===== config.mk =====
export PLATFORM = sky130hd
export DESIGN_NAME = axi_lite_master
export DESIGN_NICKNAME = d
export VERILOG_FILES = /design/src/rtl/axi_lite_master.sv
export SDC_FILE = /design/constraint.sdc
export NUM_CORES = 1
export LEC_CHECK = 0
export ABC_AREA = 1
export CAP_MARGIN = 20
export CORE_MARGIN = 2
export CORE_UTILIZATION = 43
export CTS_BUF_LIST = sky130_fd_sc_hd__clkbuf_16
export CTS_CLUSTER_DIAMETER = 50
export CTS_CLUSTER_SIZE = 12
export DETAILED_ROUTE_END_ITERATION = 12
export GPL_TIMING_DRIVEN = 0
export PLACE_DENSITY = 0.81
export SLEW_MARGIN = 0
export SYNTH_ARGS = -nofsm -noshare
export SYNTH_HDL_FRONTEND = slang
export SYNTH_SLANG_ARGS = --single-unit

===== constraint.sdc =====
create_clock -name clk -period 2.2 [get_ports clk]
set_input_delay 0.44 -clock clk [delete_from_list [all_inputs] [get_ports clk]]
set_output_delay 0.44 -clock clk [all_outputs]
set_load 0.02 [all_outputs]

===== src/rtl/axi_lite_master.sv =====
`default_nettype none
// ============================================================================
// Module   : axi_lite_master
// Purpose  : AXI4-Lite initiator. Converts single-beat commands taken on a
//            valid/ready command port into AXI4-Lite write or read
//            transactions. Returns exactly one response per command on a
//            valid/ready response port. Only one transaction is outstanding
//            at a time. A per-transaction watchdog can abort a stalled
//            transaction and report SLVERR with a timeout flag.
// Ports    : clk, rst (async, active-low)
//            cmd_valid/cmd_ready/cmd_write/cmd_addr/cmd_wdata/cmd_wstrb
//            rsp_valid/rsp_ready/rsp_rdata/rsp_resp/rsp_timeout
//            m00_axi_aw*, m00_axi_w*, m00_axi_b*, m00_axi_ar*, m00_axi_r*
// Revision : 1.0 - initial release
// ============================================================================
module axi_lite_master #(
    parameter int C_M00_AXI_DATA_WIDTH = 32,
    parameter int C_M00_AXI_ADDR_WIDTH = 5,
    parameter int TIMEOUT_CYCLES       = 255
) (
    input  logic                                clk,
    input  logic                                rst,
    // command port
    input  logic                                cmd_valid,
    output logic                                cmd_ready,
    input  logic                                cmd_write,
    input  logic [C_M00_AXI_ADDR_WIDTH-1:0]     cmd_addr,
    input  logic [C_M00_AXI_DATA_WIDTH-1:0]     cmd_wdata,
    input  logic [C_M00_AXI_DATA_WIDTH/8-1:0]   cmd_wstrb,
    // response port
    output logic                                rsp_valid,
    input  logic                                rsp_ready,
    output logic [C_M00_AXI_DATA_WIDTH-1:0]     rsp_rdata,
    output logic [1:0]                          rsp_resp,
    output logic                                rsp_timeout,
    // AXI4-Lite master
    output logic [C_M00_AXI_ADDR_WIDTH-1:0]     m00_axi_awaddr,
    output logic [2:0]                          m00_axi_awprot,
    output logic                                m00_axi_awvalid,
    input  logic                                m00_axi_awready,
    output logic [C_M00_AXI_DATA_WIDTH-1:0]     m00_axi_wdata,
    output logic [C_M00_AXI_DATA_WIDTH/8-1:0]   m00_axi_wstrb,
    output logic                                m00_axi_wvalid,
    input  logic                                m00_axi_wready,
    input  logic [1:0]                          m00_axi_bresp,
    input  logic                                m00_axi_bvalid,
    output logic                                m00_axi_bready,
    output logic [C_M00_AXI_ADDR_WIDTH-1:0]     m00_axi_araddr,
    output logic [2:0]                          m00_axi_arprot,
    output logic                                m00_axi_arvalid,
    input  logic                                m00_axi_arready,
    input  logic [C_M00_AXI_DATA_WIDTH-1:0]     m00_axi_rdata,
    input  logic [1:0]                          m00_axi_rresp,
    input  logic                                m00_axi_rvalid,
    output logic                                m00_axi_rready
);

    localparam int STRB_W = C_M00_AXI_DATA_WIDTH / 8;
    // Counter must hold TIMEOUT_CYCLES itself: a handshake landing on the
    // limit cycle in WR lets the count run one past the last value.
    localparam int TO_W = (TIMEOUT_CYCLES < 2) ? 1 : $clog2(TIMEOUT_CYCLES + 1);
    localparam logic [TO_W-1:0] TO_LAST =
        TO_W'((TIMEOUT_CYCLES > 0) ? (TIMEOUT_CYCLES - 1) : 0);
    localparam logic TO_EN = (TIMEOUT_CYCLES > 0);

    typedef enum logic [2:0] {
        S_IDLE    = 3'd0,
        S_WR      = 3'd1,
        S_WR_RESP = 3'd2,
        S_RD_ADDR = 3'd3,
        S_RD_DATA = 3'd4,
        S_RSP     = 3'd5
    } state_t;

    state_t                             state, state_nx;
    logic [C_M00_AXI_ADDR_WIDTH-1:0]    addr_q, addr_nx;
    logic [C_M00_AXI_DATA_WIDTH-1:0]    wdata_q, wdata_nx;
    logic [STRB_W-1:0]                  wstrb_q, wstrb_nx;
    logic                               awvalid_q, awvalid_nx;
    logic                               wvalid_q, wvalid_nx;
    logic                               arvalid_q, arvalid_nx;
    logic                               cmd_ready_q, cmd_ready_nx;
    logic                               rsp_valid_q, rsp_valid_nx;
    logic [C_M00_AXI_DATA_WIDTH-1:0]    rsp_rdata_q, rsp_rdata_nx;
    logic [1:0]                         rsp_resp_q, rsp_resp_nx;
    logic                               rsp_timeout_q, rsp_timeout_nx;
    logic [TO_W-1:0]                    tcount_q, tcount_nx;

    logic busy;
    logic to_hit;
    logic abort;
    logic aw_left;
    logic w_left;

    always_ff @(posedge clk or negedge rst) begin
        if (!rst) begin
            state         <= S_IDLE;
            addr_q        <= '0;
            wdata_q       <= '0;
            wstrb_q       <= '0;
            awvalid_q     <= 1'b0;
            wvalid_q      <= 1'b0;
            arvalid_q     <= 1'b0;
            cmd_ready_q   <= 1'b0;
            rsp_valid_q   <= 1'b0;
            rsp_rdata_q   <= '0;
            rsp_resp_q    <= 2'b00;
            rsp_timeout_q <= 1'b0;
            tcount_q      <= '0;
        end else begin
            state         <= state_nx;
            addr_q        <= addr_nx;
            wdata_q       <= wdata_nx;
            wstrb_q       <= wstrb_nx;
            awvalid_q     <= awvalid_nx;
            wvalid_q      <= wvalid_nx;
            arvalid_q     <= arvalid_nx;
            cmd_ready_q   <= cmd_ready_nx;
            rsp_valid_q   <= rsp_valid_nx;
            rsp_rdata_q   <= rsp_rdata_nx;
            rsp_resp_q    <= rsp_resp_nx;
            rsp_timeout_q <= rsp_timeout_nx;
            tcount_q      <= tcount_nx;
        end
    end

    always_comb begin
        state_nx       = state;
        addr_nx        = addr_q;
        wdata_nx       = wdata_q;
        wstrb_nx       = wstrb_q;
        awvalid_nx     = awvalid_q;
        wvalid_nx      = wvalid_q;
        arvalid_nx     = arvalid_q;
        cmd_ready_nx   = cmd_ready_q;
        rsp_valid_nx   = rsp_valid_q;
        rsp_rdata_nx   = rsp_rdata_q;
        rsp_resp_nx    = rsp_resp_q;
        rsp_timeout_nx = rsp_timeout_q;
        abort          = 1'b0;
        aw_left        = awvalid_q & ~m00_axi_awready;
        w_left         = wvalid_q & ~m00_axi_wready;

        busy      = (state == S_WR) || (state == S_WR_RESP) ||
                    (state == S_RD_ADDR) || (state == S_RD_DATA);
        // >= rather than == so a transaction that slipped past the limit via
        // a same-cycle AW/W handshake still times out in WR_RESP.
        to_hit    = TO_EN && busy && (tcount_q >= TO_LAST);
        tcount_nx = busy ? (tcount_q + TO_W'(1)) : tcount_q;

        case (state)
            S_IDLE: begin
                // cmd_ready is registered so it stays low during and for one
                // cycle after reset, and drops the cycle after an accept.
                if (cmd_valid && cmd_ready_q) begin
                    addr_nx      = cmd_addr;
                    wdata_nx     = cmd_wdata;
                    wstrb_nx     = cmd_wstrb;
                    tcount_nx    = '0;
                    cmd_ready_nx = 1'b0;
                    if (cmd_write) begin
                        state_nx   = S_WR;
                        awvalid_nx = 1'b1;
                        wvalid_nx  = 1'b1;
                    end else begin
                        state_nx   = S_RD_ADDR;
                        arvalid_nx = 1'b1;
                    end
                end else begin
                    cmd_ready_nx = 1'b1;
                end
            end
            S_WR: begin
                awvalid_nx = aw_left;
                wvalid_nx  = w_left;
                if (!aw_left && !w_left) begin
                    state_nx = S_WR_RESP;
                end else if (to_hit) begin
                    abort = 1'b1;
                end
            end
            S_WR_RESP: begin
                if (m00_axi_bvalid) begin
                    state_nx       = S_RSP;
                    rsp_valid_nx   = 1'b1;
                    rsp_rdata_nx   = '0;
                    rsp_resp_nx    = m00_axi_bresp;
                    rsp_timeout_nx = 1'b0;
                end else if (to_hit) begin
                    abort = 1'b1;
                end
            end
            S_RD_ADDR: begin
                if (m00_axi_arready) begin
                    state_nx   = S_RD_DATA;
                    arvalid_nx = 1'b0;
                end else if (to_hit) begin
                    abort = 1'b1;
                end
            end
            S_RD_DATA: begin
                if (m00_axi_rvalid) begin
                    state_nx       = S_RSP;
                    rsp_valid_nx   = 1'b1;
                    rsp_rdata_nx   = m00_axi_rdata;
                    rsp_resp_nx    = m00_axi_rresp;
                    rsp_timeout_nx = 1'b0;
                end else if (to_hit) begin
                    abort = 1'b1;
                end
            end
            S_RSP: begin
                if (rsp_ready) begin
                    state_nx     = S_IDLE;
                    rsp_valid_nx = 1'b0;
                    cmd_ready_nx = 1'b1;
                end
            end
            default: begin
                state_nx = S_IDLE;
            end
        endcase

        // Timeout: withdraw every outstanding valid and report SLVERR.
        if (abort) begin
            state_nx       = S_RSP;
            awvalid_nx     = 1'b0;
            wvalid_nx      = 1'b0;
            arvalid_nx     = 1'b0;
            rsp_valid_nx   = 1'b1;
            rsp_rdata_nx   = '0;
            rsp_resp_nx    = 2'b10;
            rsp_timeout_nx = 1'b1;
        end
    end

    assign cmd_ready       = cmd_ready_q;
    assign rsp_valid       = rsp_valid_q;
    assign rsp_rdata       = rsp_rdata_q;
    assign rsp_resp        = rsp_resp_q;
    assign rsp_timeout     = rsp_timeout_q;

    assign m00_axi_awaddr  = addr_q;
    assign m00_axi_awprot  = 3'b000;
    assign m00_axi_awvalid = awvalid_q;
    assign m00_axi_wdata   = wdata_q;
    assign m00_axi_wstrb   = wstrb_q;
    assign m00_axi_wvalid  = wvalid_q;
    assign m00_axi_bready  = (state == S_WR_RESP);
    assign m00_axi_araddr  = addr_q;
    assign m00_axi_arprot  = 3'b000;
    assign m00_axi_arvalid = arvalid_q;
    assign m00_axi_rready  = (state == S_RD_DATA);

endmodule
`default_nettype wire


# Yosys cells after proc, flatten, opt, wreduce, memory -nomap -nowiden
# Index checks and enable logic that the tools add are counted.
word_totals:
  output_inout_bits: 94
  mem_bits_rw: 0
  latchBits: 0
  inputBits: 87
  ff_bits: 92
  n_memories: 0
  romBits: 0
classes:
  magnitude_cmp: 1
  n_addsub: 1
  n_mux: 49
  bitwise: 4
  multipliers: 0
  n_reduce_logical: 21
  div_mod_pow: 0
  shifts: 0
  eq_ne: 14
ops:
  columns: ["operator", "n"]
  rows:
  - ["32-bit 2-to-1 mux", 3]
  - ["32-bit case mux with 2 select lines", 1]
  - ["8-bit 2-to-1 mux", 3]
  - ["1-bit 2-to-1 mux", 22]
  - ["3-bit 2-to-1 mux", 7]
  - ["3-bit case mux with 6 select lines", 1]
  - ["3-bit inequality test (second input constant)", 5]
  - ["1-bit case mux with 2 select lines", 5]
  - ["3-bit by 2-bit inequality test with 1-bit output (second input constant)", 3]
  - ["3-bit nonzero test", 3]
  - ["8-bit by 1-bit adder with 8-bit output (second input constant)", 1]
  - ["8-bit greater-or-equal comparator (second input constant)", 1]
  - ["2-bit 2-to-1 mux", 4]
  - ["4-bit AND reduction", 2]
  - ["3-bit by 2-bit equality test with 1-bit output (second input constant)", 2]
  - ["3-bit equality test (second input constant)", 2]
  - ["3-bit AND reduction", 2]
  - ["6-bit AND reduction", 1]
  - ["1-bit case mux with 4 select lines", 1]
  - ["2-bit case mux with 2 select lines", 1]
  - ["2-bit AND reduction", 2]
  - ["4-bit nonzero test", 1]
  - ["3-bit by 1-bit equality test with 1-bit output (second input constant)", 1]
  - ["1-bit logical AND", 3]
  - ["8 further kinds", 13]

# Depth between registers and ports, before layout
# Gate-level depths: netlist of run 1.
depth:
  word_depth: 10
  depth_mapped: 11
  ltp_nobuf: 11

# Least setup slack after synthesis of run 1
# No wires, ideal clock.
synth_path:
  path_type: "reg-to-reg"
  startpoint: "register tcount_q[0]"
  endpoint: "register rsp_rdata_q[10] (netlist: rsp_rdata[10])"
  arrival_ns: 1.437
  synth_period_minus_slack_ns: 1.553
  setup_slack_ns: 0.647
  path_stages_with_launch: 12
  path_cell_list: "dfrtp_1 > inv_1 > ha_1 > nor2_1 > nor2_1 > nand2_1 > o21bai_4 > o21ai_4 > inv_4 > buf_4 > nand2_1 > nand2_1"
synth_via:
  elab_chain_cells: 7
  elab_cells_between_ends: 13
synth_lines:
  columns: ["element", "line", "source"]
  rows:
  - ["start, declared", "87", "logic [TO_W-1:0] tcount_q, tcount_nx;"]
  - ["start signal, assigned", "123", "tcount_q <= tcount_nx;"]
  - ["8-bit greater-or-equal comparator (*)", "148", "to_hit = TO_EN && busy && (tcount_q >= TO_LAST);"]
  - ["1-bit logical AND (*)", "148", null]
  - ["1-bit 2-to-1 mux (*)", null, null]
  - ["1-bit 2-to-1 mux (on tied branches)", null, null]
  - ["1-bit case mux with 4 select lines (*)", "151", "case (state)"]
  - ["3-bit by 2-bit inequality test with 1-bit output (no source line) / 3-bit nonzero test (equally long branches)", null, null]
  - ["3-bit AND reduction (no source line)", null, null]
  - ["end signal, assigned", "120", "rsp_rdata_q <= rsp_rdata_nx;"]
  - ["end, declared", "84", "logic [C_M00_AXI_DATA_WIDTH-1:0] rsp_rdata_q, rsp_rdata_nx;"]
# Mark *: on every way between the ends. The rest lies on a longest branch, timed or not.
# A chain may end at the register's enable or synchronous reset.

# Final worst setup path of run 1
layout_path:
  startpoint: "register state[0]"
  endpoint: "output port m00_axi_rready"
layout_via:
  elab_chain_cells: 1
layout_lines:
  columns: ["element", "line", "source"]
  rows:
  - ["start, declared", "75", "state_t state, state_nx;"]
  - ["start signal, assigned", "111", "state <= state_nx;"]
  - ["3-bit equality test", "253", "assign m00_axi_rready = (state == S_RD_DATA);"]
  - ["end, declared", "55", "output logic m00_axi_rready"]
# Every way passes these cells.

==> results of run 1 <==
[metal layers]
layer / vias to the layer above / wire length [µm] / track usage
met5: - / 0 / 0
met4: 0 / 141 / 0.07085
met3: 11 / 1156 / 0.07390
met2: 153 / 4978 / 0.3327
met1: 1772 / 4498 / 0.2433
li1: 2014 / - / -
[Yosys cell counts]
library cell    n  area (µm²)
a211oi_1        1       7.510
a21oi_1         6       30.03
buf_2           7       35.03
buf_4          14       105.1
clkbuf_1        8       30.03
conb_1          1       3.750
dfrtp_1        92        2302
ha_1            2       25.02
inv_1          53       198.9
inv_2           3       11.26
inv_4           1       6.260
nand2_1       278        1044
nand3_1        13       65.06
nand3b_1        1       7.510
nand4_1         1       6.260
nor2_1         47       176.4
nor2_2          2       12.51
nor3_1          1       5.000
o211ai_1        1       7.510
o21ai_0        13       65.06
o21ai_4         1       16.27
o21bai_4        1       18.77
or2_2           2       12.51
xnor2_1         1       8.760
xor2_1          2       17.52
[metrics by stage]
step,std cells,utilization,setup WS (ns),power [W]
floorplan,557,-,0.6467,0.005514
global placement,864,0.6375,-2.631,0.007549
detailed placement,865,0.6401,0.02825,0.007677
CTS,881,0.6703,0.05150,0.009225
global route,881,0.6703,0.08650,0.009818
finish,881,0.6703,0.2428,0.009134
[kinds of logic (layout without fill, tap and decap cells)]
kind of cell    count (synthesis)  after routing  synth area share
compound gates                 23             23           0.03441
xor+xnor                        3              3          0.006231
fa+ha+maj                       2              2          0.005932
buf+inv                        86            277           0.09166
flops                          92             92            0.5458
other cells                     1              6         0.0008891
simple gates                  345            345            0.3150
[final timing paths]
path / startpoint / cells past startpoint / endpoint / slack (ns)
worst min register to register: m00_axi_wdata[19] / 2 / m00_axi_wdata[19] / 0.47
worst max-delay path: state[0] / 4 / m00_axi_rready / 0.24
worst max register to register: state[0] / 7 / m00_axi_wstrb[1] / 0.31
max in group asynchronous: rst / 2 / state[1] / 1.52
min in group clk: m00_axi_wdata[19] / 2 / m00_axi_wdata[19] / 0.47
worst min-delay path: rst / 1 / rsp_rdata[1] / 0.03
[report_power, final]
group	leakage, nW	internal [W]	switching (W)
registers	1.19	0.00247	0.000497
clock network	0.145	0.000876	0.000625
logic	2.08	0.00205	0.00262
[state kept, by name, indices dropped and copies added (netlist names)]
register         flops
rsp_resp             2
m00_axi_wvalid       1
m00_axi_arvalid      1
rsp_valid            1
rsp_timeout          1
m00_axi_wdata       32
m00_axi_araddr       5
m00_axi_awvalid      1
m00_axi_wstrb        4
cmd_ready            1
state                3
tcount_q             8
rsp_rdata           32
[cells in the final DEF (no fill, tap or decap)]
cell type and count:
a211oi_1 1, a21oi_1 6, buf_16 1, buf_2 7
buf_4 15, bufinv_16 1, clkbuf_1 8, clkbuf_16 9
clkbuf_2 1, clkdlybuf4s50_1 171, clkinv_1 1, clkinv_2 1
clkinv_4 1, clkinvlp_4 1, conb_1 6, dfrtp_1 91
dfrtp_2 1, dlymetal6s2s_1 1, ha_1 2, inv_1 54
inv_2 3, inv_4 1, inv_6 1, nand2_1 278
nand3_1 13, nand3b_1 1, nand4_1 1, nor2_1 47
nor2_2 2, nor3_1 1, o211ai_1 1, o21ai_0 13
o21ai_4 1, o21bai_4 1, or2_2 2, xnor2_1 1
xor2_1 2
[cell type report]
class	instances	area, µm²
inverters	57	216.5
repair buffers	175	1764
clock buffers	9	225.2
fillers	821	3178
well taps	133	166.4
plain buffers	29	170.2
multi-input cells	379	1548
clock inverters	7	67.56
flip-flops and latches	92	2303
==> out/metrics.cfg, run 1 <==
[outcome]
status=complete, no violations

[floorplan]
die_y_um=103.0
ios=181
die_width_um=103.0
num_rows=36
initial_core_util=0.4376
coreArea_um2=9639
die_area_um2=10620

[run]
maxCapViolations=0

[synth]
ys_ff_latch=92
syn_inst=552
seq_area_frac_synth=0.5458
syn_area_um2=4218
synth_area_per_cell_um2=7.641
ys_types=25
synth_warnings=0

[layout]
design_area_um2=6461
diodes=0
drive_gt1_frac=0.06551
nets=832
area_delta_synth_final_pct=53.19

[setup_path]
crit_family=flip-flops
critical_path_required_ns=1.76
critical_path_buf_inv_count=2
path_cells=nor2_2 -> nand2_1 -> inv_1 -> clkbuf_2
startpoint_type=register
crit_path_max_fanout=6
slowest_stage=dfrtp_1
crit_type=reg2out
crit_path_max_incr_delay_ns=0.43
crit_arrival_ns=1.52
critPathCaptureType=primary output

[clock_network]
cts_root_buf=clkbuf_16
postCtsHoldBufs=0
ctsHtreeMaxLevel=3
clockBufferDepth=2
cts_sinks=92
cts_resized=1
clk-insertion-delay-late_ns=0.33
tritoncts=done
cts_buffers=9
clkTransAtPathRegs_ns=0.06
post-cts-setup-buffers=0

[timing]
post-route-period-util=0.8896
period_needed_ns=1.957
fin_tns_setup_ns=0
timing.final.hold_violations=0
holdWs_ns=0.03393
grt_setup_unrepaired=no
setup_viol=0
max_freq_ghz=0.5109
fin_skew_ns=0.008241
drv_slew=0

[power_and_ir_drop]
p_leak_nw=3.410
vdd_drop_max_mv=0.8240
power_density_nw_per_um2=1414

[place]
dp_hpwl_mm=8.194
dpl_cell_area_um2=6170
io_buffers=174
gp_congestion=0.8873

[detailed_routing]
vias=3950
wl_mm=10.77
drc_errors=0
drt_iter0_drc=114
via_per_inst=4.484
dr.pass1.iters=4
wire_per_inst_um=12.23
drtAntennaViolNets=0

[global_route]
grt_util_all_layers=0.2014
grt.overflow.total=0
grt_max_degree=68
grt_first_pass_wirelength_mm=16.75
grt_pass1_vias=3697
antenna_found_initial=0

[worst_hold_path]
min_path_type=in2async

Note: power is estimated with default switching activity, not from simulation.
==> inputs of run 2 (changes only) <==
--- a/config.mk
+++ b/config.mk
@@ -6,7 +6,6 @@
 export NUM_CORES = 1
 export LEC_CHECK = 0
 export ABC_AREA = 1
-export CAP_MARGIN = 20
 export CORE_MARGIN = 2
 export CORE_UTILIZATION = 43
 export CTS_BUF_LIST = sky130_fd_sc_hd__clkbuf_16
==> results of run 2 <==
No change in the layout: final DEF, timing and power equal those of run 1.
==> inputs of run 3 (changes only) <==
--- a/config.mk
+++ b/config.mk
@@ -6,7 +6,7 @@
 export NUM_CORES = 1
 export LEC_CHECK = 0
 export ABC_AREA = 1
-export CORE_MARGIN = 2
+export CORE_MARGIN = 5
 export CORE_UTILIZATION = 43
 export CTS_BUF_LIST = sky130_fd_sc_hd__clkbuf_16
 export CTS_CLUSTER_DIAMETER = 50
==> run 3 against run 2 <==
Compared with the run above: cell area is essentially flat; sequential share of layout area is essentially flat; core utilization shrank 0.29 points; total power grew 0.33%; routed wire length grew 3.8%; first-iteration DRC count grew 110%; register-to-register slack is essentially flat; die area grew 12%; non-clock buffer count is the same; final cell count is the same; clock power is essentially flat.
==> out/metrics.cfg, run 3 (same netlist as run 1, synthesis figures left out) <==
[place]
pre_cts_slack_ns=0.01834  ; was 0.02825 ns
dp_hpwl_mm=8.721  ; was 8.194 mm
gp_congestion=0.9352  ; was 0.8873
io_buffers=174  ; unchanged

[layout]
mostFrequentLayoutCells=278 x nand2_1, 171 x clkdlybuf4s50_1, 92 x dfrtp_1, 54 x inv_1, 47 x nor2_1  ; was 278 x nand2_1, 171 x clkdlybuf4s50_1, 91 x dfrtp_1, 54 x inv_1, 47 x nor2_1
nets=832  ; unchanged
layout.cells.most_common=nand2_1  ; unchanged
area_delta_synth_final_pct=53.25  ; was 53.19%
fillerInstances=780  ; was 821
drive_gt1_frac=0.06417  ; was 0.06551
diodes=0  ; unchanged
utilization=0.6674  ; was 0.6703

[detailed_routing]
wl_mm=11.19  ; was 10.77 mm
drtAntennaViolNets=0  ; unchanged
via_per_inst=4.460  ; was 4.484
vias=3929  ; was 3950
dr.pass1.iters=5  ; was 4
drt_iter0_drc=240  ; was 114
drc_errors=0  ; unchanged
wire_per_inst_um=12.70  ; was 12.23 µm

[timing]
tightest_slew_ns=0.6146
relSlewSlack=0.5902
timing.final.hold_violations=0  ; unchanged
drv_slew=0  ; unchanged
fin_skew_ns=0.006140  ; was 0.008241 ns
finalWorstSetupSlack_ns=0.1046  ; was 0.2428 ns
max_freq_ghz=0.4772  ; was 0.5109 GHz
post-route-period-util=0.9525  ; was 0.8896
fin_tns_setup_ns=0  ; unchanged
grt_setup_unrepaired=no  ; unchanged
period_needed_ns=2.095  ; was 1.957 ns
setup_viol=0  ; unchanged

[setup_path]
critPathCaptureType=primary output  ; unchanged
startpoint_type=register  ; unchanged
path_cells=nor2_2 -> nand2_1 -> inv_1 -> dlygate4sd2_1  ; was nor2_2 -> nand2_1 -> inv_1 -> clkbuf_2
critical_path_required_ns=1.76  ; about the same
crit_arrival_ns=1.66  ; was 1.52 ns
worstReg2RegStart=state[0]  ; unchanged
crit_path_start=state[0]  ; unchanged
rrSetupSlack_ns=0.32  ; was 0.31 ns
slowest_stage=dfrtp_1  ; unchanged
crit_type=reg2out  ; unchanged
crit_path_max_incr_delay_ns=0.43  ; about the same
crit_path_max_fanout=6  ; unchanged

[run]
maxCapViolations=0  ; unchanged

[clock_network]
clk-insertion-delay-late_ns=0.33  ; about the same
ctsHtreeMaxLevel=3  ; unchanged
clockBufferDepth=2  ; unchanged
postCtsHoldBufs=0  ; unchanged
cts_buffers=9  ; unchanged
tritoncts=done  ; unchanged
cts_sinks=92  ; unchanged
cts_root_buf=clkbuf_16  ; unchanged
clkTransAtPathRegs_ns=0.07  ; was 0.06 ns

[global_route]
grt_max_degree=48  ; was 68
grt_first_pass_wirelength_mm=17.80  ; was 16.75 mm
grt_util_all_layers=0.1884  ; was 0.2014
antenna_found_initial=0  ; unchanged
grt_pass1_vias=3821  ; was 3697
grt.overflow.total=0  ; unchanged

[floorplan]
ios=181  ; unchanged
coreArea_um2=9684  ; was 9639 µm²
die_y_um=109.0  ; was 103.0 µm
die_width_um=109.0  ; was 103.0 µm
die_area_um2=11890  ; was 10620 µm²
initial_core_util=0.4355  ; was 0.4376
num_rows=36  ; unchanged

[power_and_ir_drop]
power_density_nw_per_um2=1418  ; was 1414 nW/µm²
vdd_drop_max_mv=0.6706  ; was 0.8240 mV
p_leak_nw=3.413  ; was 3.410 nW

[outcome]
status=complete, no violations  ; unchanged

[worst_hold_path]
min_path_type=in2async  ; unchanged

## run 3: layout make-up
type                    count  area [µm²]  area share
plain buffers              29       170.2     0.02633
clock inverters             7       67.56     0.01045
clock buffers               9       225.2     0.03484
multi-input cells         379        1548      0.2394
inverters                  57       216.5     0.03349
well taps                 133       166.4     0.02575
flip-flops and latches     92        2302      0.3562
repair buffers            175        1768      0.2735
## run 3: stage by stage
stage	total power [W]	hold WS, ns	instance area, µm²	std cells
after floorplan	0.005514	0.1444	4237	557
after global placement	0.007559	0.4527	6145	864
after detailed placement	0.007709	0.4571	6170	865
after CTS	0.009265	0.1319	6461	881
after global routing	0.009850	0.1607	6464	881
final	0.009165	0.1120	6464	881
## run 3: power by group
group / internal (W) / leakage [nW] / switching, W
Combinational: 0.00205 / 2.08 / 0.00263
Sequential: 0.00247 / 1.19 / 0.000492
Clock: 0.000877 / 0.143 / 0.000645
## run 3: final timing paths
check                      cells past startpoint                 to
setup / recovery                               4     m00_axi_rready
hold / removal                                 1      rsp_rdata[11]
setup reg to reg                               7  m00_axi_wdata[20]
hold reg to reg                                2        rsp_resp[1]
max in group asynchronous                      2  m00_axi_wdata[10]
min in group clk                               2        rsp_resp[1]
## run 3: worst max-delay path, delay by kind of cell (launching register included)
| kind | cells | cell delay (ns) |
|---|---|---|
| DFF | 1 | 0.43 |
| buffers and inverters | 2 | 0.52 |
| and+or+nand+nor | 2 | 0.38 |
## run 3: metal layers
layer,part of all wire,up-vias,track usage
li1,-,2010,-
met2,0.46,167,0.3118
met4,0.012,0,0.05861
met1,0.42,1740,0.2361
met3,0.11,12,0.05802
met5,0,-,0
## run 3: timing repair
item / 4_1_cts / 5_1_grt
gates cloned: 0 / 0
endpoints found under the setup margin: 1 / 1
setup buffers: 0 / 0
gates resized for setup: 1 / 1
pin swaps: 0 / 0
